File: config.mk
export PLATFORM = sky130hd
export DESIGN_NAME = divider
export DESIGN_NICKNAME = d
export VERILOG_FILES = /design/src/rtl/divider_pkg.sv /design/src/rtl/divider_adder.sv /design/src/rtl/divider.sv
export SDC_FILE = /design/constraint.sdc
export NUM_CORES = 1
export LEC_CHECK = 0
export ABC_CLOCK_PERIOD_IN_PS = 9000
export BUFFER_PORTS_ARGS = -buffer_cell sky130_fd_sc_hd__buf_2
export CAP_MARGIN = 10
export CORE_MARGIN = 10
export CORE_UTILIZATION = 35
export DETAILED_ROUTE_END_ITERATION = 7
export PLACE_DENSITY = 0.51
export RECOVER_POWER = 25
export SLEW_MARGIN = 10
export SYNTH_ARGS = -nofsm -noshare
export SYNTH_HDL_FRONTEND = slang
export SYNTH_HIERARCHICAL = 1
export SYNTH_SLANG_ARGS = --single-unit
File: constraint.sdc
create_clock -name clk -period 9 [get_ports clk]
set_input_delay 0.45 -clock clk [delete_from_list [all_inputs] [get_ports clk]]
set_output_delay 0.45 -clock clk [all_outputs]
set_load 0.01 [all_outputs]
File: src/rtl/divider_pkg.sv
// Shared types for the iterative 32-bit divider: operation codes, FSM states
// and small helpers that decode the operation.
package divider_pkg;

  localparam int WIDTH = 32;

  typedef enum logic [1:0] {
    DIV  = 2'b00,
    DIVU = 2'b01,
    REM  = 2'b10,
    REMU = 2'b11
  } op_t;

  typedef enum logic [1:0] {
    IDLE = 2'b00,
    CALC = 2'b01,
    FIX  = 2'b10,
    DONE = 2'b11
  } state_t;

  // DIV and REM treat operands as two's complement; the U variants do not.
  function automatic logic is_signed_op(input logic [1:0] op);
    return ~op[0];
  endfunction

  // REM and REMU return the remainder; DIV and DIVU return the quotient.
  function automatic logic is_rem_op(input logic [1:0] op);
    return op[1];
  endfunction

endpackage

File: src/rtl/divider_adder.sv
// Plain 32-bit ripple adder with carry in/out; the divider feeds it an
// inverted divisor with cin=1 to form a trial subtraction.
module divider_adder (
  input  logic [31:0] x,
  input  logic [31:0] y,
  input  logic        cin,
  output logic [31:0] sum,
  output logic        cout
);

  logic [32:0] total;

  assign total = {1'b0, x} + {1'b0, y} + {32'd0, cin};
  assign sum   = total[31:0];
  assign cout  = total[32];

endmodule

File: src/rtl/divider.sv
// Iterative restoring radix-2 divider for RISC-V style DIV/DIVU/REM/REMU.
// Operands are reduced to magnitudes on capture, 32 CALC steps build the
// quotient and remainder, and FIX restores the signs before DONE.
module divider
  import divider_pkg::*;
(
  input  logic        clk,
  input  logic        rst,
  input  logic        start,
  input  logic [1:0]  op,
  input  logic [31:0] a,
  input  logic [31:0] b,
  output logic        busy,
  output logic        done,
  output logic [31:0] result
);

  state_t      state;
  state_t      state_nxt;
  op_t         op_q;
  logic [31:0] quo_q;
  logic [31:0] rem_q;
  logic [31:0] div_q;
  logic        neg_quo_q;
  logic        neg_rem_q;
  logic [4:0]  count_q;
  logic [31:0] result_q;

  logic        in_signed;
  logic        div_zero;
  logic        overflow;
  logic [31:0] mag_a;
  logic [31:0] mag_b;

  logic [31:0] shifted;
  logic [31:0] trial_sum;
  logic        trial_cout;
  logic        take;
  logic [31:0] fixed_quo;
  logic [31:0] fixed_rem;

  // Decode the operands presented at start; only used while IDLE accepts.
  always_comb begin
    in_signed = is_signed_op(op);
    div_zero  = (b == 32'd0);
    overflow  = in_signed && (a == 32'h8000_0000) && (b == 32'hFFFF_FFFF);
    mag_a     = (in_signed && a[31]) ? (32'd0 - a) : a;
    mag_b     = (in_signed && b[31]) ? (32'd0 - b) : b;
  end

  // The shifted partial remainder is 33 bits wide: its top bit is rem_q[31].
  // The difference always fits in 32 bits because the partial remainder is
  // below twice the divisor, so the step is kept when that top bit or the
  // adder carry shows the subtraction did not borrow.
  assign shifted = {rem_q[30:0], quo_q[31]};

  divider_adder u_adder (
    .x    (shifted),
    .y    (~div_q),
    .cin  (1'b1),
    .sum  (trial_sum),
    .cout (trial_cout)
  );

  assign take      = rem_q[31] | trial_cout;
  assign fixed_quo = neg_quo_q ? (32'd0 - quo_q) : quo_q;
  assign fixed_rem = neg_rem_q ? (32'd0 - rem_q) : rem_q;

  // State register.
  always_ff @(posedge clk) begin
    if (rst) state <= IDLE;
    else     state <= state_nxt;
  end

  // Next-state logic: special cases skip straight to DONE.
  always_comb begin
    state_nxt = state;
    case (state)
      IDLE: if (start) state_nxt = (div_zero || overflow) ? DONE : CALC;
      CALC: if (count_q == 5'd31) state_nxt = FIX;
      FIX:  state_nxt = DONE;
      DONE: state_nxt = IDLE;
      default: state_nxt = IDLE;
    endcase
  end

  // Datapath: operand capture, one restoring step per CALC cycle, sign fix.
  always_ff @(posedge clk) begin
    if (rst) begin
      op_q      <= DIV;
      quo_q     <= 32'd0;
      rem_q     <= 32'd0;
      div_q     <= 32'd0;
      neg_quo_q <= 1'b0;
      neg_rem_q <= 1'b0;
      count_q   <= 5'd0;
      result_q  <= 32'd0;
    end else begin
      case (state)
        IDLE: begin
          if (start) begin
            op_q      <= op_t'(op);
            quo_q     <= mag_a;
            rem_q     <= 32'd0;
            div_q     <= mag_b;
            neg_quo_q <= in_signed && (a[31] ^ b[31]);
            neg_rem_q <= in_signed && a[31];
            count_q   <= 5'd0;
            if (div_zero)
              result_q <= is_rem_op(op) ? a : 32'hFFFF_FFFF;
            else if (overflow)
              result_q <= is_rem_op(op) ? 32'd0 : 32'h8000_0000;
          end
        end
        CALC: begin
          rem_q   <= take ? trial_sum : shifted;
          quo_q   <= {quo_q[30:0], take};
          count_q <= count_q + 5'd1;
        end
        FIX: begin
          result_q <= is_rem_op(op_q) ? fixed_rem : fixed_quo;
        end
        default: ;
      endcase
    end
  end

  assign busy   = (state != IDLE);
  assign done   = (state == DONE);
  assign result = result_q;

endmodule

======== Word-level counts from Yosys, hierarchy flattened ========
Cells that the tools add are included.
word-level totals
  word-level logic and storage cells ...... 66
  output and inout bits ................... 34
  input bits .............................. 69
  bits in registers ....................... 139
operators by class
  equality and inequality tests ........... 9
  reduce and logical (&&, ||, !) cells .... 15
  add/sub/neg operators ................... 7
  mux-type cells .......................... 22
  bitwise operators ....................... 4
operators with widths
  kind                   number
  $mux 32                13
  $pmux 32 s2            3
  $sub 1x32->32 const A  4
  $eq 32x32->1 const B   2
  $add 32x32->33         1
  $add 33x1->33 const B  1
  $logic_not 32->1       1
  $not 32->32            1
  $pmux 5 s2             1
  $pmux 2 s4             1
  $mux 2                 3
  $reduce_and 2->1       3
  $reduce_bool 2->1      3
  $add 5x1->5 const B    1
  $eq 5x5->1 const B     1
  $logic_and 1x1->1      5
  $mux 5                 1
  $eq 2x2->1 const B     2
  $ne 2x2->1 const B     2
  $ne 3x3->1 const B     1
  $reduce_and 3->1       1
  $eq 2x1->1 const B     1
  $logic_not 2->1        1
  $logic_or 1x1->1       1
  other kinds (3)        3

======== Depth between registers and ports, before layout ========
Gate-level depths: netlist of the first run.
  depth in word-level cells ............... 7
  gate-level depth with buffers ........... 17
  mapped depth without buffers ............ 15

======== By module ========
The synthesis of the first run kept the hierarchy.
by module, submodules not included
  module         sequential area each (um2)  cells each  area an instance (um2)  times used
  divider        2762.6                      1244        9004.9                  1
  divider_adder  0.0                         259         1854.3                  1

======== Least setup slack after synthesis of the first run ========
No wires, ideal clock.
  path kind ............................... register to register
  start point ............................. register div_q[0]
  end point ............................... register rem_q[3]
  path slack .............................. 5486 ps
  buffers on the path ..................... 2
  data required time ...................... 8872 ps
  arrival time ............................ 3386 ps
  cell stages (with the launch flop) ...... 18
  clock period less this slack ............ 3514 ps
  setup time .............................. 128 ps
  path through ............................ dfxtp_1 -> inv_1 -> fa_1 -> fa_1 -> a21oi_1 -> o32ai_1 -> o211ai_2 -> a21o_1 -> o21ai_2 -> a21o_1 -> a211o_1 -> or2_2 -> clkbuf_1 -> clkbuf_1 -> nand2_1 -> a21oi_1 -> a21oi_1 -> nor2_1
between the ends
  word-level cells in the longest chain between the ends .. 6
ends and longest elaborated chain
  item                    RTL line             RTL
  start, declared         divider.sv:23        logic [31:0] div_q;
  start signal, assigned  divider.sv:105       div_q <= mag_b;
  $not 32->32             divider.sv:59        .y (~div_q),
  $add 32x32->33          divider_adder.sv:13  assign total = {1'b0, x} + {1'b0, y} + {32'd0, cin};
  $add 33x1->33           divider_adder.sv:13
  net trial_cout          divider.sv:37        logic trial_cout;
  $or 1x1->1              divider.sv:65        assign take = rem_q[31] | trial_cout;
  $mux 32                 divider.sv:116       rem_q <= take ? trial_sum : shifted;
  $pmux 32 s2             divider.sv:99        case (state)
  end signal, assigned    divider.sv:116
  end, declared           divider.sv:22        logic [31:0] rem_q;
The timed path passes the listed nets, and every way through them passes these cells.
A chain may end at the register's enable or synchronous reset.

======== Final worst setup path of the first run ========
  start point ............................. register quo_q[31]
  end point ............................... register rem_q[8]
between the ends
  word-level cells in the longest chain between the ends .. 5
ends and longest elaborated chain
  item                    RTL line             RTL
  start, declared         divider.sv:21        logic [31:0] quo_q;
  start signal, assigned  divider.sv:103       quo_q <= mag_a;
  start signal, assigned  divider.sv:117       quo_q <= {quo_q[30:0], take};
  $add 32x32->33          divider_adder.sv:13
  $add 33x1->33           divider_adder.sv:13
  net trial_cout          divider.sv:37
  $or 1x1->1              divider.sv:65
  $mux 32                 divider.sv:116
  $pmux 32 s2             divider.sv:99
The timed path passes the listed nets, and every way through them passes these cells.

==> impl_metrics.env, run 1 <==
export IMPL_status="finished with violations"
export IMPL_violations="max-capacitance violations, max-slew violations"
export IMPL_drt_iter0_drc=963
export IMPL_hold_violations=0
export IMPL_ctsResizeCount=0
export IMPL_avgSynthCellArea_um2=7.225
export IMPL_dieArea_um2=38470
export IMPL_core_area_um2=30590
export IMPL_max_stage_delay_ns=0.53
export IMPL_peakVddDrop_mv=0.1064
export IMPL_die_w_um=196.1
export IMPL_fin_tns_setup_ns=0
export IMPL_power_density_nw_per_um2=231.3
export IMPL_cap_violations=1
export IMPL_max_freq_mhz=253.6
export IMPL_cp_common_cell="a21oi_1"
export IMPL_grt_overflow_total=0
export IMPL_syn_nets=1616
export IMPL_rows=64
export IMPL_ctsHoldBuffers=0
export IMPL_area_growth_pct=12.14
export IMPL_io_pin_count=103
export IMPL_clock_skew_ns=0.01689
export IMPL_yosys_most_used_dff="dfxtp_1"
export IMPL_post_cts_buffers=0
export IMPL_synth_distinct_cells=77
export IMPL_crit_type="flop to flop"
export IMPL_start_util_pct=35.50
export IMPL_antenna_found_initial=1
export IMPL_cts_sinks=138
export IMPL_vias_per_cell=5.666
export IMPL_grt_pass1_vias=10398
export IMPL_rsz0062_at_grt="no"
export IMPL_crit_fanout=31
export IMPL_setup_viol_count_final=0
export IMPL_syn_inst=1503
export IMPL_htree_levels=4
export IMPL_ys_seq_area_share_pct=25.44
export IMPL_drive_gt1_share_pct=9.132
export IMPL_worstMarginPinSlew_ns=2.372
export IMPL_grt_max_degree=72
export IMPL_mostFrequentLayoutCells="nand2_1 (188), a21oi_1 (177), nor2_1 (139)"
export IMPL_post_dp_cell_area_um2=11600
export IMPL_p_total_mw=2.816
export IMPL_cts_root_buf="clkbuf_16"
export IMPL_crit_chain="fa_1 > fa_1 > a21oi_1 > o32ai_1 > o211ai_2 > a21o_1 > o21ai_2 > a21o_1 > a211o_1 > or2_2 > nand2_1 > a21oi_1 > a21oi_1 > nor2_1"
export IMPL_num_vias=11060
export IMPL_post_route_cell_area_um2=12180
export IMPL_finalMaxSlewViolations=58
export IMPL_hp_class="primary input to flop"
export IMPL_fin_ws_ns=5.056
export IMPL_cts_tree="built"
export IMPL_mostFrequentLayoutCell="nand2_1"
export IMPL_clkLatencyLatePin_ns=0.44
export IMPL_synth_edf_count=0
export IMPL_netlist_area_um2=10860
export IMPL_die_h_um=196.1
export IMPL_firstDrtPassIters=6
export IMPL_grt_pass1_wl_mm=59.57
export IMPL_drtAntennaViolNets=0
export IMPL_min_period_ns=3.944
export IMPL_yosys_warnings=6
export IMPL_cp_arrival_ns=4.22
export IMPL_clock_path_buffers=2
export IMPL_ys_async_sr_fraction_pct=0
export IMPL_ys_seq_elements=138
export IMPL_gp_congestion=0.9052
export IMPL_startpoint_type="flop"
export IMPL_drc=0
export IMPL_dp_worst_setup_slack_ns=5.060
export IMPL_drt_wl_total_mm=37.72
export IMPL_p_leak_nw=4.553
export IMPL_crit_buf_inv=0
export IMPL_grt_usage_pct=19.02
export IMPL_port_buffers=102
export IMPL_end_kind="flop"
export IMPL_wl_per_cell_um=19.32
export IMPL_clk_pin_slew_ns=0.07
export IMPL_fin_nets=1655
export IMPL_maxSlewHeadroom_pct=-58.14
export IMPL_cts_buffers=17
export IMPL_dpl_hpwl_mm=28.29
export IMPL_crit_required_ns=9.28
export IMPL_cpMaxStageDelayCell="or2_2"
export IMPL_critPathTopFamily="compound AO/OA/AOI/OAI gates"
export IMPL_finalCritPeriodShare_pct=43.82
[through the flow]
| stage | hold slack, ns | cells | utilization, % |
|---|---|---|---|
| 2_1_floorplan | 0.4319 | 1503 | - |
| 3_3_place_gp | 0.4406 | 1919 | 37.93 |
| 3_5_place_dp | 0.4463 | 1919 | 37.93 |
| 4_1_cts | 0.3174 | 1951 | 39.94 |
| 5_1_grt | 0.3367 | 1951 | 39.80 |
| 6_report | 0.3303 | 1952 | 39.81 |
[state kept, by name, summed over array words and instances, names as in the netlist]
name,count
quo_q,32
rem_q,32
state,2
div_q,32
neg_rem_q,1
count_q,5
neg_quo_q,1
result,32
op_q,1
[layer usage]
layer | vias up | routed length, um | global-route usage (%)
li1 | 5508 | - | -
met1 | 5244 | 17720 | 25.19
met2 | 256 | 17110 | 30.36
met3 | 52 | 1735 | 3.086
met4 | 0 | 1156 | 6.957
met5 | - | 0 | 0
[power by group]
part           total, mW  switching (mW)  internal, mW
clock network      0.760           0.315         0.444
logic               1.21           0.800         0.413
registers          0.843           0.126         0.717
[Yosys cell counts, types with 6 or more instances]
library cell	n	area, um^2
o31ai_1	31	232.7
inv_1	57	214.0
a22oi_1	9	67.56
and3_1	12	75.07
o21a_1	9	67.56
nand3_1	23	115.1
buf_1	6	22.52
a22o_1	13	113.9
mux2i_1	13	130.1
clkbuf_1	81	304.0
nand4_1	19	118.9
nand2b_1	11	68.82
a21o_1	17	127.6
o21ai_1	10	50.05
o21ai_0	89	445.4
or4_1	20	150.1
nor2b_1	7	43.79
nor2_1	140	525.5
a31oi_1	13	81.33
xor2_1	74	648.1
o22ai_1	9	56.30
nand2_1	188	705.7
xnor2_1	58	508.0
o41ai_1	15	131.4
or3_1	24	150.1
a211oi_1	38	285.3
a21oi_1	177	885.9
ha_1	42	525.5
nor3_1	29	145.1
dfxtp_1	138	2763
nor4_1	21	131.4
o211ai_1	24	180.2
[worst reg2reg max path: cells and delay by family (launching register included)]
| kind | cells | cell delay [ns] |
|---|---|---|
| compound gates | 9 | 1.74 |
| flops | 1 | 0.40 |
| fa+ha+maj | 2 | 0.90 |
| simple gates | 3 | 0.75 |
[cell type report]
type	count	area (um^2)
fillers	3284	18410
multi-input cells	1210	7503
flip-flops and latches	138	2764
repair buffers	117	579.3
well taps	396	495.5
clock buffers	18	429.2
inverters	58	217.7
clock inverters	14	186.4
diodes	1	2.502
[final timing paths]
kind             start        end  slack, ns  cells past startpoint
max          quo_q[31]   rem_q[8]       5.06                     14
min               b[1]   div_q[1]       0.33                      3
max reg2reg  quo_q[31]   rem_q[8]       5.06                     14
min reg2reg  result[3]  result[3]       0.46                      2
[cells by family after synthesis]
group	synth area share, %
flops	25.44
simple gates	23.02
fa+ha+maj	5.208
compound gates	28.72
xor+xnor	10.65
buf+inv	5.726
other cells	0.03453
mux	1.198
No activity file was read; power rests on OpenSTA's default activity.
==> run 2: changes to the inputs <==
--- a/config.mk
+++ b/config.mk
@@ -5,13 +5,13 @@
 export SDC_FILE = /design/constraint.sdc
 export NUM_CORES = 1
 export LEC_CHECK = 0
-export ABC_CLOCK_PERIOD_IN_PS = 9000
+export ABC_CLOCK_PERIOD_IN_PS = 3300
 export BUFFER_PORTS_ARGS = -buffer_cell sky130_fd_sc_hd__buf_2
 export CAP_MARGIN = 10
 export CORE_MARGIN = 10
 export CORE_UTILIZATION = 35
 export DETAILED_ROUTE_END_ITERATION = 7
-export PLACE_DENSITY = 0.51
+export PLACE_DENSITY = 0.53
 export RECOVER_POWER = 25
 export SLEW_MARGIN = 10
 export SYNTH_ARGS = -nofsm -noshare
==> constraint.sdc (replaced) <==
create_clock -name clk -period 3.3 [get_ports clk]
set_input_delay 0.165 -clock clk [delete_from_list [all_inputs] [get_ports clk]]
set_output_delay 0.165 -clock clk [all_outputs]
set_load 0.01 [all_outputs]
==> run 2 against run 1 <==
Hold slack got worse by 0.28 ns. Total power grew to 2.8 times the previous value. Clock-buffer cell count stayed put. Register-to-register slack worse by 5.1 ns. Clock skew shrank 0.0052 ns. Sequential power rose to 2.7 times the previous value. Combinational power rose to 2.9 times the previous value. Fmax grew 18%. Largest power group unchanged. Non-clock buffer count rose by 54. Via count increased by 3.3%. Die area stayed put. The run ends with negative setup slack left. Clock power increased to 2.6 times the previous value.
==> impl_metrics.env, run 2 (synthesis gave the netlist of run 1 again) <==
export IMPL_die_w_um=196.1
export IMPL_cts_buffers=17
export IMPL_start_util_pct=35.50
export IMPL_peakVddDrop_mv=0.2905
export IMPL_drt_iter0_drc=766
export IMPL_htree_levels=4
export IMPL_holdWs_ns=0.04869
export IMPL_num_vias=11424
export IMPL_firstDrtPassIters=5
export IMPL_core_area_um2=30590
export IMPL_cts_root_buf="clkbuf_16"
export IMPL_cap_violations=0
export IMPL_finalMaxSlewViolations=0
export IMPL_p_total_mw=7.781
export IMPL_fin_nets=1712
export IMPL_grt_pass1_wl_mm=61.60
export IMPL_multi_input_area_um2=7596
export IMPL_fin_util_pct=41.46
export IMPL_grt_overflow_total=0
export IMPL_gp_congestion=0.9095
export IMPL_drt_wl_total_mm=40.11
export IMPL_port_buffers=102
export IMPL_wl_per_cell_um=19.98
export IMPL_layout_area_seq_um2=2768
export IMPL_vias_per_cell=5.689
export IMPL_cp_arrival_ns=3.64
export IMPL_status="finished with violations"
export IMPL_stdcell_count=2008
export IMPL_worstMarginPinSlew_ns=1.006
export IMPL_setup_viol_count_final=12
export IMPL_rows=64
export IMPL_startpoint_type="flop"
export IMPL_area_growth_pct=16.79
export IMPL_die_h_um=196.1
export IMPL_io_pin_count=103
export IMPL_grt_pass1_vias=10801
export IMPL_max_freq_mhz=299.9
export IMPL_drive_gt1_share_pct=13.21
export IMPL_diodes=0
export IMPL_drc=0
export IMPL_crit_type="flop to flop"
export IMPL_finalCritPeriodShare_pct=101.0
export IMPL_mostFrequentLayoutCells="nand2_1 (186), a21oi_1 (171), nor2_1 (139)"
export IMPL_grt_usage_pct=19.82
export IMPL_fillCellCount=3297
export IMPL_clock_path_buffers=2
export IMPL_dp_cells=1967
export IMPL_hp_class="primary input to flop"
export IMPL_hold_violations=0
export IMPL_power_density_nw_per_um2=613.5
export IMPL_crit_required_ns=3.60
export IMPL_min_period_ns=3.334
export IMPL_grt_max_degree=58
export IMPL_mostFrequentLayoutCell="nand2_1"
export IMPL_dpl_hpwl_mm=29.91
export IMPL_violations="negative setup slack"
export IMPL_cts_tree="built"
export IMPL_rsz0062_at_grt="yes"
export IMPL_maxSlewHeadroom_pct=32.94
export IMPL_crit_fanout=7
export IMPL_drtAntennaViolNets=0
export IMPL_fin_ws_ns=-0.03398
export IMPL_p_leak_nw=4.845
export IMPL_clk_pin_slew_ns=0.06
export IMPL_clkLatencyLatePin_ns=0.44
export IMPL_antenna_found_initial=0
export IMPL_end_kind="flop"
export IMPL_clock_skew_ns=0.01172
export IMPL_dieArea_um2=38470
export IMPL_cts_sinks=138
[run 2: worst paths after layout]
kind         slack, ns         to      start  depth (start not counted)
max              -0.03  rem_q[14]  quo_q[31]                         15
min               0.05   div_q[0]       b[0]                          3
max reg2reg      -0.03  rem_q[14]  quo_q[31]                         15
min reg2reg       0.46  result[3]  result[3]                          2
[run 2: power by group]
group / internal [mW] / leakage, nW / switching, mW
Sequential: 1.96 / 1.13 / 0.333
Clock: 1.11 / 0.269 / 0.823
Combinational: 1.23 / 3.45 / 2.32
[run 2: routing by layer]
| layer | routed length, um | track usage [%] |
|---|---|---|
| met5 | 0 | 0 |
| met4 | 802 | 5.684 |
| met3 | 1929 | 2.796 |
| met2 | 18130 | 31.66 |
| met1 | 19250 | 27.04 |
[run 2: cell type report]
cell class	count	area share, %
multi-input cells	1213	59.90
flip-flops and latches	138	21.82
repair buffers	171	8.129
well taps	396	3.907
clock buffers	18	3.384
inverters	58	1.717
clock inverters	14	1.144
[run 2: stage by stage]
stage / worst slack, ns / setup TNS, ns / instance area [um^2]
4_1_cts: 0.02443 / 0 / 12570
3_5_place_dp: 0.05589 / 0 / 12000
3_3_place_gp: 0.07745 / 0 / 12000
5_1_grt: -0.1754 / -4.679 / 12680
2_1_floorplan: -0.03015 / -0.8793 / 10920
6_report: -0.03398 / -0.2333 / 12680
[run 2: worst max-delay path, cell delays in order, from the launching register on]
cell and delay, ns:
dfxtp_4 0.34, fa_2 0.37, fa_2 0.38, a21oi_4 0.18
o32ai_4 0.12, o211ai_2 0.18, a21o_1 0.17, o21ai_2 0.07
a21o_1 0.19, a211o_1 0.29, buf_4 0.16, or2_2 0.40
nand2_1 0.11, a21oi_1 0.07, a21oi_1 0.13, nor2_1 0.05
[run 2: timing repair]
item,CTS,global route
endpoints found under the setup margin,0,33
hold buffers,0,0
setup buffers,0,3
resized for setup,0,24
==> run 3: changes to the inputs <==
--- a/config.mk
+++ b/config.mk
@@ -11,7 +11,7 @@
 export CORE_MARGIN = 10
 export CORE_UTILIZATION = 35
 export DETAILED_ROUTE_END_ITERATION = 7
-export PLACE_DENSITY = 0.53
+export PLACE_DENSITY_LB_ADDON = 0.08
 export RECOVER_POWER = 25
 export SLEW_MARGIN = 10
 export SYNTH_ARGS = -nofsm -noshare
==> run 3 against run 2 <==
The run now ends clean. Total power increased by 0.30%. Clock power about the same. Sequential power about the same. Cell count about the same. Hold slack got worse by 0.0027 ns. Register-to-register slack improved by 0.12 ns. Highest routed layer unchanged. Clock skew increased by 0.0013 ns. Global-route usage increased by 0.37 points. Largest power group unchanged. Utilization about the same. Critical endpoint is now rem_q[4]. Critical path type unchanged. Via count decreased by 0.67%. Die area unchanged. Combinational power about the same.
==> impl_metrics.env, run 3 (synthesis gave the netlist of run 1 again) <==
export IMPL_wl_per_cell_um=20.16
export IMPL_grt_usage_pct=20.19
export IMPL_rsz0062_at_grt="yes"
export IMPL_mostFrequentLayoutCell="nand2_1"
export IMPL_hold_violations=0
export IMPL_crit_type="flop to flop"
export IMPL_crit_fanout=16
export IMPL_fin_util_pct=41.49
export IMPL_port_buffers=102
export IMPL_cp_arrival_ns=3.58
export IMPL_fin_tns_setup_ns=0
export IMPL_min_period_ns=3.215
export IMPL_clock_skew_ns=0.01299
export IMPL_diodes=0
export IMPL_drt_iter0_drc=877
export IMPL_antenna_found_initial=0
export IMPL_firstDrtPassIters=5
export IMPL_mostFrequentLayoutCells="nand2_1 (186), a21oi_1 (175), nor2_1 (139)"
export IMPL_worstMarginPinSlew_ns=1.150
export IMPL_drc=0
export IMPL_die_w_um=196.1
export IMPL_clkLatencyLatePin_ns=0.44
export IMPL_drtAntennaViolNets=0
export IMPL_vias_per_cell=5.648
export IMPL_cts_buffers=17
export IMPL_start_util_pct=35.50
export IMPL_die_h_um=196.1
export IMPL_dieArea_um2=38470
export IMPL_drive_gt1_share_pct=13.08
export IMPL_num_vias=11347
export IMPL_worstHoldPathCells=3
export IMPL_hp_class="primary input to flop"
export IMPL_fin_nets=1713
export IMPL_stdcell_count=2009
export IMPL_clock_path_buffers=2
export IMPL_grt_pass1_vias=10767
export IMPL_crit_required_ns=3.67
export IMPL_drt_wl_total_mm=40.51
export IMPL_io_pin_count=103
export IMPL_holdWs_ns=0.04595
export IMPL_htree_levels=4
export IMPL_grt_pass1_wl_mm=62.45
export IMPL_startpoint_type="flop"
export IMPL_ctsHoldBuffers=0
export IMPL_clk_pin_slew_ns=0.06
export IMPL_area_growth_pct=16.87
export IMPL_peakVddDrop_mv=0.3542
export IMPL_finalCritPeriodShare_pct=97.41
export IMPL_dpl_hpwl_mm=30.26
export IMPL_cts_root_buf="clkbuf_16"
export IMPL_gp_congestion=0.8823
export IMPL_reg2reg_depth=15
export IMPL_max_freq_mhz=311.1
export IMPL_maxSlewHeadroom_pct=23.35
export IMPL_dp_cells=1972
export IMPL_grt_overflow_total=0
export IMPL_finalMaxSlewViolations=0
export IMPL_cts_sinks=138
export IMPL_end_kind="flop"
export IMPL_setup_viol_count_final=0
export IMPL_grt_max_degree=58
export IMPL_cap_violations=0
export IMPL_core_area_um2=30590
export IMPL_p_leak_nw=4.849
export IMPL_rows=64
export IMPL_status="finished, final reports clean"
export IMPL_power_density_nw_per_um2=614.9
export IMPL_p_total_mw=7.804
export IMPL_cts_tree="built"
==> run 3: changes by cell type in the layout (fill, tap and decap cells not counted), sizes merged <==
cell and delta:
inv -2, clkbuf +3
==> run 3: critical path: stages, from the launching register on <==
cell and delay (ns):
dfxtp_4 0.34, fa_2 0.37, fa_2 0.37, a21oi_2 0.18
o32ai_2 0.12, o211ai_2 0.20, a21o_1 0.17, o21ai_2 0.07
a21o_1 0.20, a211o_4 0.36, nor2_4 0.16, clkbuf_16 0.22
nand2_1 0.06, a21oi_1 0.14, a21oi_1 0.06, nor2_1 0.11
==> run 3: cell type report <==
class / count / area, um^2
timing repair buffer: 172 / 1050
clock inverter: 12 / 141.4
inverter: 58 / 217.7
clock buffer: 20 / 446.7
sequential: 138 / 2768
fill: 3316 / 17900
tap: 396 / 495.5
multi-input combinational: 1213 / 7572
==> run 3: power by group <==
part | switching [mW] | internal (mW)
clock network | 0.825 | 1.14
logic | 2.32 | 1.24
registers | 0.313 | 1.96
total | 3.46 | 4.34
==> run 3: final timing paths <==
path               to  slack [ns]  startpoint
min reg2reg  div_q[0]        0.46    div_q[0]
min          div_q[0]        0.05        b[0]
max          rem_q[4]        0.09   quo_q[31]
max reg2reg  rem_q[4]        0.09   quo_q[31]
==> run 3: stage by stage <==
step	worst slack, ns	area [um^2]
finish	0.08549	12690
global route	-0.04482	12690
CTS	0.002736	12660
detailed placement	0.01510	12070
global placement	0.05741	12060
floorplan	-0.03015	10920
==> run 3: per-layer routing <==
metal	vias to the layer above	part of all wire (%)	track usage, %	routed length [um]
met4	0	1.6	4.893	639
met1	5378	49	28.36	19920
met3	39	4.8	3.444	1928
met5	-	0	0	0
li1	5634	-	-	-
met2	296	44	31.22	18020
==> run 3: repair_timing <==
item	4_1_cts	5_1_grt
setup buffers	0	1
gates resized for setup	0	10
setup endpoints to repair	0	33
